<file path="config.mk">
export PLATFORM = sky130hd
export DESIGN_NAME = mips_multicycle_ctrl
export DESIGN_NICKNAME = d
export VERILOG_FILES = /design/src/rtl/mips_multicycle_ctrl.sv
export SDC_FILE = /design/constraint.sdc
export NUM_CORES = 1
export LEC_CHECK = 0
export CAP_MARGIN = 40
export CORE_ASPECT_RATIO = 1.25
export CORE_UTILIZATION = 53
export DETAILED_ROUTE_END_ITERATION = 10
export PLACE_DENSITY = 0.93
export SETUP_SLACK_MARGIN = 0.15
export SYNTH_ARGS = -nofsm -noshare
export SYNTH_HDL_FRONTEND = slang
export SYNTH_SLANG_ARGS = --single-unit
</file>
<file path="constraint.sdc">
create_clock -name clk -period 5.6 [get_ports clk]
set_input_delay 1.12 -clock clk [delete_from_list [all_inputs] [get_ports clk]]
set_output_delay 1.12 -clock clk [all_outputs]
set_load 0.03 [all_outputs]
</file>
<file path="src/rtl/mips_multicycle_ctrl.sv">
// Main control FSM for a multicycle MIPS core: sequences fetch/decode/execute/
// memory/writeback, drives datapath selects and strobes, counts retired instructions.
module mips_multicycle_ctrl #(
  parameter int CNT_W = 32
) (
  input  logic             clk,
  input  logic             rst,
  input  logic [5:0]       opcode,
  input  logic             mem_ready,
  output logic             mem_read,
  output logic             mem_write,
  output logic             i_or_d,
  output logic             ir_write,
  output logic             pc_write,
  output logic             pc_write_cond,
  output logic [1:0]       pc_source,
  output logic [1:0]       alu_op,
  output logic             alu_src_a,
  output logic [1:0]       alu_src_b,
  output logic             reg_write,
  output logic             reg_dst,
  output logic             mem_to_reg,
  output logic [3:0]       state,
  output logic             bad_op,
  output logic [CNT_W-1:0] instr_count
);

  typedef enum logic [3:0] {
    S_FETCH    = 4'd0,
    S_DECODE   = 4'd1,
    S_MEMADR   = 4'd2,
    S_MEMRD    = 4'd3,
    S_MEMWB    = 4'd4,
    S_MEMWR    = 4'd5,
    S_RTYPE_EX = 4'd6,
    S_RTYPE_WB = 4'd7,
    S_BEQ_EX   = 4'd8,
    S_ADDI_EX  = 4'd9,
    S_ADDI_WB  = 4'd10,
    S_J_EX     = 4'd11
  } state_t;

  localparam logic [5:0] OP_RTYPE = 6'h00;
  localparam logic [5:0] OP_J     = 6'h02;
  localparam logic [5:0] OP_BEQ   = 6'h04;
  localparam logic [5:0] OP_ADDI  = 6'h08;
  localparam logic [5:0] OP_LW    = 6'h23;
  localparam logic [5:0] OP_SW    = 6'h2B;

  state_t           r_state;
  state_t           w_state_next;
  logic             w_retire;
  logic [CNT_W-1:0] r_instr_count;

  always_ff @(posedge clk) begin
    if (rst) begin
      r_state       <= S_FETCH;
      r_instr_count <= '0;
    end else begin
      r_state <= w_state_next;
      if (w_retire)
        r_instr_count <= r_instr_count + 1'b1;
    end
  end

  always_comb begin
    w_state_next  = S_FETCH;
    w_retire      = 1'b0;
    mem_read      = 1'b0;
    mem_write     = 1'b0;
    i_or_d        = 1'b0;
    ir_write      = 1'b0;
    pc_write      = 1'b0;
    pc_write_cond = 1'b0;
    pc_source     = 2'b00;
    alu_op        = 2'b00;
    alu_src_a     = 1'b0;
    alu_src_b     = 2'b00;
    reg_write     = 1'b0;
    reg_dst       = 1'b0;
    mem_to_reg    = 1'b0;
    bad_op        = 1'b0;

    case (r_state)
      S_FETCH: begin
        mem_read     = 1'b1;
        alu_src_b    = 2'b01;
        ir_write     = mem_ready;
        pc_write     = mem_ready;
        w_state_next = mem_ready ? S_DECODE : S_FETCH;
      end
      S_DECODE: begin
        alu_src_b = 2'b11;
        case (opcode)
          OP_LW, OP_SW: w_state_next = S_MEMADR;
          OP_RTYPE:     w_state_next = S_RTYPE_EX;
          OP_BEQ:       w_state_next = S_BEQ_EX;
          OP_ADDI:      w_state_next = S_ADDI_EX;
          OP_J:         w_state_next = S_J_EX;
          default: begin
            w_state_next = S_FETCH;
            bad_op       = 1'b1;
          end
        endcase
      end
      S_MEMADR: begin
        alu_src_a    = 1'b1;
        alu_src_b    = 2'b10;
        w_state_next = (opcode == OP_LW) ? S_MEMRD : S_MEMWR;
      end
      S_MEMRD: begin
        mem_read     = 1'b1;
        i_or_d       = 1'b1;
        w_state_next = mem_ready ? S_MEMWB : S_MEMRD;
      end
      S_MEMWB: begin
        reg_write  = 1'b1;
        mem_to_reg = 1'b1;
        w_retire   = 1'b1;
      end
      S_MEMWR: begin
        mem_write    = 1'b1;
        i_or_d       = 1'b1;
        w_retire     = mem_ready;
        w_state_next = mem_ready ? S_FETCH : S_MEMWR;
      end
      S_RTYPE_EX: begin
        alu_src_a    = 1'b1;
        alu_op       = 2'b10;
        w_state_next = S_RTYPE_WB;
      end
      S_RTYPE_WB: begin
        reg_write = 1'b1;
        reg_dst   = 1'b1;
        w_retire  = 1'b1;
      end
      S_BEQ_EX: begin
        alu_src_a     = 1'b1;
        alu_op        = 2'b01;
        pc_write_cond = 1'b1;
        pc_source     = 2'b01;
        w_retire      = 1'b1;
      end
      S_ADDI_EX: begin
        alu_src_a    = 1'b1;
        alu_src_b    = 2'b10;
        w_state_next = S_ADDI_WB;
      end
      S_ADDI_WB: begin
        reg_write = 1'b1;
        w_retire  = 1'b1;
      end
      S_J_EX: begin
        pc_write  = 1'b1;
        pc_source = 2'b10;
        w_retire  = 1'b1;
      end
      default: w_state_next = S_FETCH;
    endcase

    // Reset suppresses every side effect in the cycle it is applied.
    if (rst) begin
      ir_write      = 1'b0;
      pc_write      = 1'b0;
      pc_write_cond = 1'b0;
      reg_write     = 1'b0;
      mem_write     = 1'b0;
      bad_op        = 1'b0;
    end
  end

  assign state       = r_state;
  assign instr_count = r_instr_count;

endmodule

</file>
==> run summary, run 1 <==
SYNTH
-----------------------------------------------------------------------------------------------
Number of distinct library cells after synthesis                                             53
Count of mapped cells out of synthesis                                                      294
Post-synth EDFFs                                                                              0
Cell taking the most area after synthesis                                               dfxtp_1
Count of state elements after synthesis                                                      36
Most used flip-flop cell after synthesis                                                dfxtp_1
Synthesized area                                                                     2440 sq um
Number of nets in the synthesized netlist                                                   304
Number of synthesis warnings                                                                  0
Synth area leaders                                                                 dfxtp_1 (29%), mux2_2 (7.8%), nor2b_1 (5.4%)
Share of async-settable or async-resettable flops after synthesis                            0%
Synth top area share                                                                      29.5%
Sequential-to-total area share from yosys stat                                            29.5%
Synthesized area per cell                                                            8.31 sq um

POWER
-----------------------------------------------------------------------------------------------
Maximum vdd drop                                                                     0.000152 V
Power per cell area                                                                 163 nW/um^2
Leakage Power                                                                        0.00101 uW

CELLS AND AREA
-----------------------------------------------------------------------------------------------
Commonest non-fill, non-tap cell in the layout                                     clkdlybuf4s50_1
Area added between synthesis and finish                                                   27.5%
Nets                                                                                        347
Fraction of layout cells with a size suffix above 1                                       13.0%
Top library cells by usage in the layout, fill and taps aside                      clkdlybuf4s50_1 (60), dfxtp_1 (36), nor2_1 (32), nor2b_1 (21)
Number of antenna repair diodes                                                               0

STA
-----------------------------------------------------------------------------------------------
Headroom to the max-slew limit                                                            52.5%
Unrepaired setup endpoints after global routing                                              no
Min cycle time layout                                                                   4070 ps
Final hold violations                                                                         0
Highest Clock Rate                                                                      246 MHz
Post-Route Skew                                                                         9.70 ps
Period Utilization, post-route                                                            72.7%
Sum of negative setup slack                                                                0 ps
Smallest setup slack after layout                                                       1530 ps
Pin slew with the least headroom to its limit                                            710 ps
Number of failing setup endpoints in the final timing report                                  0
Number of max-slew violations in the final report                                             0

GLOBAL ROUTING
-----------------------------------------------------------------------------------------------
Wire length of the first global-routing pass                                            9.62 mm
Met2 usage                                                                                43.2%
Met1 Use GR                                                                               29.2%
Global routing usage summed across all routing layers                                     24.1%
Initial antenna violation count                                                               0
Via count of the first global-routing pass                                                 2118
Met3 GRT Util                                                                             4.26%
Largest net degree at the start of global routing                                            33
Aggregate global routing overflow                                                             0
Routing layer with the top usage in global route                                           met2

WORST SETUP PATH
-----------------------------------------------------------------------------------------------
Arrival time at the worst endpoint                                                      2950 ps
Cell repeated most along the worst path                                            clkdlybuf4s50_1
Delay of the slowest cell on the worst path                                              660 ps
CP Launch Point                                                                       opcode[3]
Launching point of the worst reg2reg path                                          state[1]$_SDFF_PP0_
Number of buffer and inverter instances along the worst setup path                            2
Worst Setup Path Type                                                              primary input to output pin
Critical Path Sink Type                                                              output pin
Critical R2R Capture                                                               instr_count[18]$_SDFFE_PP0P_
Worst EP required                                                                       4480 ps
Cells on worst reg2reg path                                                                   4
CP max-delay cell                                                                  clkdlybuf4s50_1
Cells along the critical path                                                      clkdlybuf4s50_1 -> xor2_1 -> o211ai_1 -> o311a_1 -> clkdlybuf4s50_1
Startpoint kind of the worst setup timing path                                     primary input
Crit-path max FO                                                                              7
Crit path max-delay family                                                         buffers and inverters
Reg2reg setup slack                                                                     2820 ps

DIE
-----------------------------------------------------------------------------------------------
Initial Util                                                                              55.2%
Boundary pin count                                                                           62
Die extent in x                                                                         62.7 um
Total Die Area                                                                       4890 sq um
Vertical die dimension                                                                  77.9 um
Total core area                                                                      4430 sq um
Number of standard-cell rows in the floorplan                                                27

ROUTING
-----------------------------------------------------------------------------------------------
Drt pass-1 iters                                                                              4
DRT Wirelength                                                                          5.83 mm
Drt initial violations                                                                      158
DRC violations left                                                                           0
Number of nets with antenna violations after routing                                          0
Via total after detailed routing                                                           2377
Wirelength per Cell                                                                     14.7 um
Average via count per standard cell                                                        6.00

CTS
-----------------------------------------------------------------------------------------------
TritonCTS sink count                                                                         36
Clock insertion delay at the later pin of the skew report                                300 ps
Cells resized by post-CTS repair                                                              0
Clock H-tree levels                                                                           2
Hold buffer count at CTS                                                                      0
Number of buffers created by CTS                                                              5
Clock tree from TritonCTS                                                                 built
Maximum count of clock buffers along a single path                                            2
Clock input transition at the sequential cells of the worst setup and hold paths          70 ps
Buffer count from post-CTS setup fixing                                                       0
CTS Root Cell                                                                          clkbuf_8

HOLD PATH
-----------------------------------------------------------------------------------------------
Start point of the worst hold path                                                 instr_count[4]$_SDFFE_PP0P_
Type of the tightest min-delay check                                               flip-flop to flip-flop
Number of cells traversed by the worst hold path                                              2
Terminating pin of the worst hold path                                             instr_count[4]$_SDFFE_PP0P_

PLACED DESIGN
-----------------------------------------------------------------------------------------------
Pre-CTS setup slack                                                                     1540 ps
Hpwl dp                                                                                 4.00 mm
Number of I/O port buffers                                                                   61
Global placement routability congestion                                                   0.882

OUTCOME
-----------------------------------------------------------------------------------------------
Status                                                                             finished, final reports clean

FLOW RUN
-----------------------------------------------------------------------------------------------
MaxCap Viol Count                                                                             0

==> per-stage QoR <==
stage	power [uW]	cells	cell area, sq um	hold slack [ps]	util, %
CTS	509	396	3120	499	70.4
detailed placement	316	388	3020	490	68.3
global route	525	396	3120	537	70.4
finish	507	396	3120	494	70.4
floorplan	297	294	2440	607	-
global placement	314	388	3020	473	68.3
==> synthesized netlist by cell type, types with 2 or more instances <==
library cell,count
a2111o_1,2
a2111oi_0,4
a2111oi_2,6
a2111oi_4,2
a21oi_1,16
a22oi_1,2
a31oi_1,2
and2_1,3
and3_1,5
and4_1,4
buf_2,6
buf_4,2
clkbuf_1,18
dfxtp_1,36
inv_1,4
mux2_1,4
mux2_2,17
nand2_1,17
nand2b_1,4
nand3_1,11
nand4_1,4
nand4_2,2
nor2_1,32
nor2b_1,21
nor3_1,7
nor3b_1,2
nor4_1,11
nor4b_1,4
o21ai_0,3
o21bai_1,2
o31ai_1,9
o41ai_1,2
or4_1,8
xor2_1,3
==> state kept, by name (all words and copies together) (netlist names) <==
name         cells
instr_count     32
state            4
==> area by class of cell <==
type                       count  area (sq um)
fill                         329          1310
multi-input combinational    226          1590
timing repair buffer          64           628
clock inverter                 1          7.51
sequential                    36           721
inverter                       4          15.0
tap                           58          72.6
clock buffer                   7          86.3
==> cell families after synthesis <==
| logic type | Yosys count | share of synthesized area, % |
|---|---|---|
| and+or+nand+nor | 142 | 33.2 |
| AOI/OAI and AO/OA | 58 | 19.9 |
| DFF | 36 | 29.5 |
| buffers and inverters | 32 | 5.84 |
| muxes | 21 | 9.68 |
| xor gates and xnor gates | 4 | 1.43 |
| adders and majority gates | 1 | 0.512 |
==> worst max-delay path by stage <==
| stage | end | slack (ps) | cells after the start |
|---|---|---|---|
| 2_1_floorplan | ir_write | 2060 | 3 |
| 3_3_place_gp | bad_op | 1600 | 5 |
| 3_5_place_dp | bad_op | 1540 | 5 |
| 4_1_cts | bad_op | 1530 | 5 |
| 5_1_grt | pc_write | 1420 | 5 |
| 6_report | bad_op | 1530 | 5 |
==> power by group <==
part	total, uW	leakage [uW]	switching (uW)	internal (uW)
sequential	260	0.000290	3.14	257
clock	197	0.0000445	96.6	100
combinational	50.7	0.000677	31.5	19.2
total	507	0.00101	131	376
==> worst reg2reg max path: stages (launching register included) <==
cell and delay (ps):
dfxtp_1 730, nand2b_1 380, nand2_1 500, a2111oi_0 680
mux2_2 390
==> per-layer routing <==
metal | routed length, um | vias up
li1 | - | 1178
met1 | 2520 | 1141
met2 | 3010 | 53
met3 | 241 | 5
met4 | 51 | 0
met5 | 0 | -
No activity file was read; power rests on OpenSTA's default activity.
==> run 2: changes to the inputs <==
CORE_UTILIZATION = 45   (was 53)
PLACE_DENSITY = 0.85   (was 0.93)
clock period = 3.7 ns   (was 5.6 ns; I/O delays follow)
==> run 2 against run 1 <==
Combinational power rose by 53%. Global-route usage fell by 2.4 points. Final area rose by 0.64%. Count of clock-buffer cells in the layout did not move. Sequential share of layout area fell by 0.15 points. First-iteration DRC count fell by 15%.
==> run summary, run 2 (synthesis results as in run 1) <==
STA
-----------------------------------------------------------------------------------------------
Number of max-slew violations in the final report                                             0   unchanged
Period Utilization, post-route                                                            89.2%
Unrepaired setup endpoints after global routing                                              no
Pin slew with the least headroom to its limit                                            710 ps   -0.622 ps
Headroom to the max-slew limit                                                            52.6%   about the same
Highest Clock Rate                                                                      303 MHz
Min cycle time layout                                                                   3300 ps
Number of failing setup endpoints in the final timing report                                  0   unchanged
Sum of negative setup slack                                                                0 ps   unchanged
Post-Route Skew                                                                         5.77 ps   -3.93 ps
Smallest setup slack after layout                                                        400 ps   -1130 ps
Final hold violations                                                                         0   unchanged

WORST SETUP PATH
-----------------------------------------------------------------------------------------------
CP max-delay cell                                                                  clkdlybuf4s50_1
Critical Path Sink Type                                                              output pin
Reg2reg setup slack                                                                     1040 ps   -1780 ps
Startpoint kind of the worst setup timing path                                     primary input
Crit-path max FO                                                                              7   unchanged
Cells along the critical path                                                      clkdlybuf4s50_1 -> xor2_1 -> o211ai_1 -> o311a_1 -> clkdlybuf4s50_1
Worst EP required                                                                       2960 ps   -1520 ps
Arrival time at the worst endpoint                                                      2560 ps   -390 ps
Cell repeated most along the worst path                                            clkdlybuf4s50_1
Delay of the slowest cell on the worst path                                              660 ps   about the same
Worst Setup Path Type                                                              primary input to output pin

ROUTING
-----------------------------------------------------------------------------------------------
Drt pass-1 iters                                                                              4   unchanged
DRT Wirelength                                                                          5.92 mm   +1.6%
Average via count per standard cell                                                        5.97   -0.50%
Number of nets with antenna violations after routing                                          0   unchanged
Wirelength per Cell                                                                     14.7 um   about the same
Via total after detailed routing                                                           2401   +1.0%
Drt initial violations                                                                      134   -15%
DRC violations left                                                                           0   unchanged

CELLS AND AREA
-----------------------------------------------------------------------------------------------
Final non-filler cell total                                                                 402   +1.5%
Commonest non-fill, non-tap cell in the layout                                     clkdlybuf4s50_1
Area added between synthesis and finish                                                   28.3%
Fraction of layout cells with a size suffix above 1                                       13.5%   +0.51 points
Number of antenna repair diodes                                                               0   unchanged
Flip-flop count of the largest register, all copies and words added                          32   unchanged
Nets                                                                                        349   +0.58%
Top library cells by usage in the layout, fill and taps aside                      clkdlybuf4s50_1 (60), dfxtp_1 (36), nor2_1 (32), nor2b_1 (21)

DIE
-----------------------------------------------------------------------------------------------
Initial Util                                                                              47.4%   -7.8 points
Boundary pin count                                                                           62   unchanged
Total Die Area                                                                       5730 sq um   +17%
Number of standard-cell rows in the floorplan                                                29   +7.4%
Total core area                                                                      5150 sq um   +16%
Die extent in x                                                                         67.9 um   +8.3%
Vertical die dimension                                                                  84.4 um   +8.3%

POWER
-----------------------------------------------------------------------------------------------
Power per cell area                                                                 245 nW/um^2   +51%
Sw Ratio                                                                                  25.9%   about the same
Internal power summed over all cells                                                     570 uW   +52%
Clock network fraction of total power                                                     38.8%   about the same
Sequential cell fraction of total power                                                   51.1%   about the same
Switching power                                                                          199 uW   +52%
Combinational cell fraction of total power                                                10.1%   about the same
Leakage Power                                                                        0.00102 uW   +0.91%
Maximum vdd drop                                                                     0.000219 V   +44%

FLOW RUN
-----------------------------------------------------------------------------------------------
MaxCap Viol Count                                                                             0   unchanged

GLOBAL ROUTING
-----------------------------------------------------------------------------------------------
Wire length of the first global-routing pass                                            9.68 mm   +0.64%
Global routing usage summed across all routing layers                                     21.8%   -2.4 points
Via count of the first global-routing pass                                                 2022   -4.5%
Largest net degree at the start of global routing                                            33   unchanged
Aggregate global routing overflow                                                             0   unchanged
Initial antenna violation count                                                               0   unchanged

CTS
-----------------------------------------------------------------------------------------------
CTS Root Cell                                                                          clkbuf_8
Maximum count of clock buffers along a single path                                            2   unchanged
Buffer count from post-CTS setup fixing                                                       0   unchanged
Hold buffer count at CTS                                                                      0   unchanged
Number of buffers created by CTS                                                              5   unchanged
Clock input transition at the sequential cells of the worst setup and hold paths          70 ps   about the same
Clock tree from TritonCTS                                                                 built
Clock H-tree levels                                                                           2   unchanged
Cells resized by post-CTS repair                                                              0   unchanged
TritonCTS sink count                                                                         36   unchanged
Clock insertion delay at the later pin of the skew report                                300 ps   about the same

HOLD PATH
-----------------------------------------------------------------------------------------------
Type of the tightest min-delay check                                               flip-flop to flip-flop

OUTCOME
-----------------------------------------------------------------------------------------------
Status                                                                             finished, final reports clean

PLACED DESIGN
-----------------------------------------------------------------------------------------------
Hpwl dp                                                                                 4.07 mm   +1.8%
Number of I/O port buffers                                                                   61   unchanged
Number of instances in the placed design                                                    394   +1.5%
Pre-CTS setup slack                                                                      392 ps   -1140 ps
Global placement routability congestion                                                   0.928   +5.2%

==> run 2: per-layer routing <==
layer | part of all wire (%) | wire length, um | track usage [%]
met5 | 0 | 0 | 0
met4 | 1.1 | 64 | 7.58
met3 | 4.3 | 252 | 5.03
met2 | 49 | 2920 | 33.8
met1 | 45 | 2690 | 29.1
==> run 2: cell type report <==
| type | count | area (sq um) |
|---|---|---|
| clock buffer | 7 | 86.3 |
| tap | 62 | 77.6 |
| clock inverter | 1 | 7.51 |
| inverter | 4 | 15.0 |
| timing repair buffer | 66 | 643 |
| multi-input combinational | 226 | 1590 |
| sequential | 36 | 721 |
| fill | 435 | 2020 |
==> run 2: metrics by stage <==
step	utilization [%]	total power [uW]	area [sq um]	hold slack (ps)
floorplan	-	449	2440	607
global placement	59.0	478	3040	472
detailed placement	59.0	479	3040	490
CTS	60.9	779	3140	499
global route	60.9	798	3140	543
finish	60.9	769	3140	500
==> run 2: worst max-delay path, delay by kind of cell <==
family / cells / cell delay [ps]
compound gates: 2 / 410
xor+xnor: 1 / 210
buf+inv: 2 / 1200
==> run 2: power by group through the flow <==
stage,registers [uW],clock network (uW),logic [uW]
after floorplan,401,0,47.9
after global placement,402,0,75.8
after detailed placement,402,0,77.4
after CTS,393,308,77.7
after global routing,394,320,84.1
final,393,299,77.7
==> run 2: worst paths after layout <==
kind,endpoint,depth (start not counted),startpoint
max,bad_op,5,opcode[3]
max reg2reg,instr_count[18]$_SDFFE_PP0P_,5,state[1]$_SDFF_PP0_
min reg2reg,instr_count[4]$_SDFFE_PP0P_,2,instr_count[4]$_SDFFE_PP0P_
min,instr_count[4]$_SDFFE_PP0P_,2,instr_count[4]$_SDFFE_PP0P_
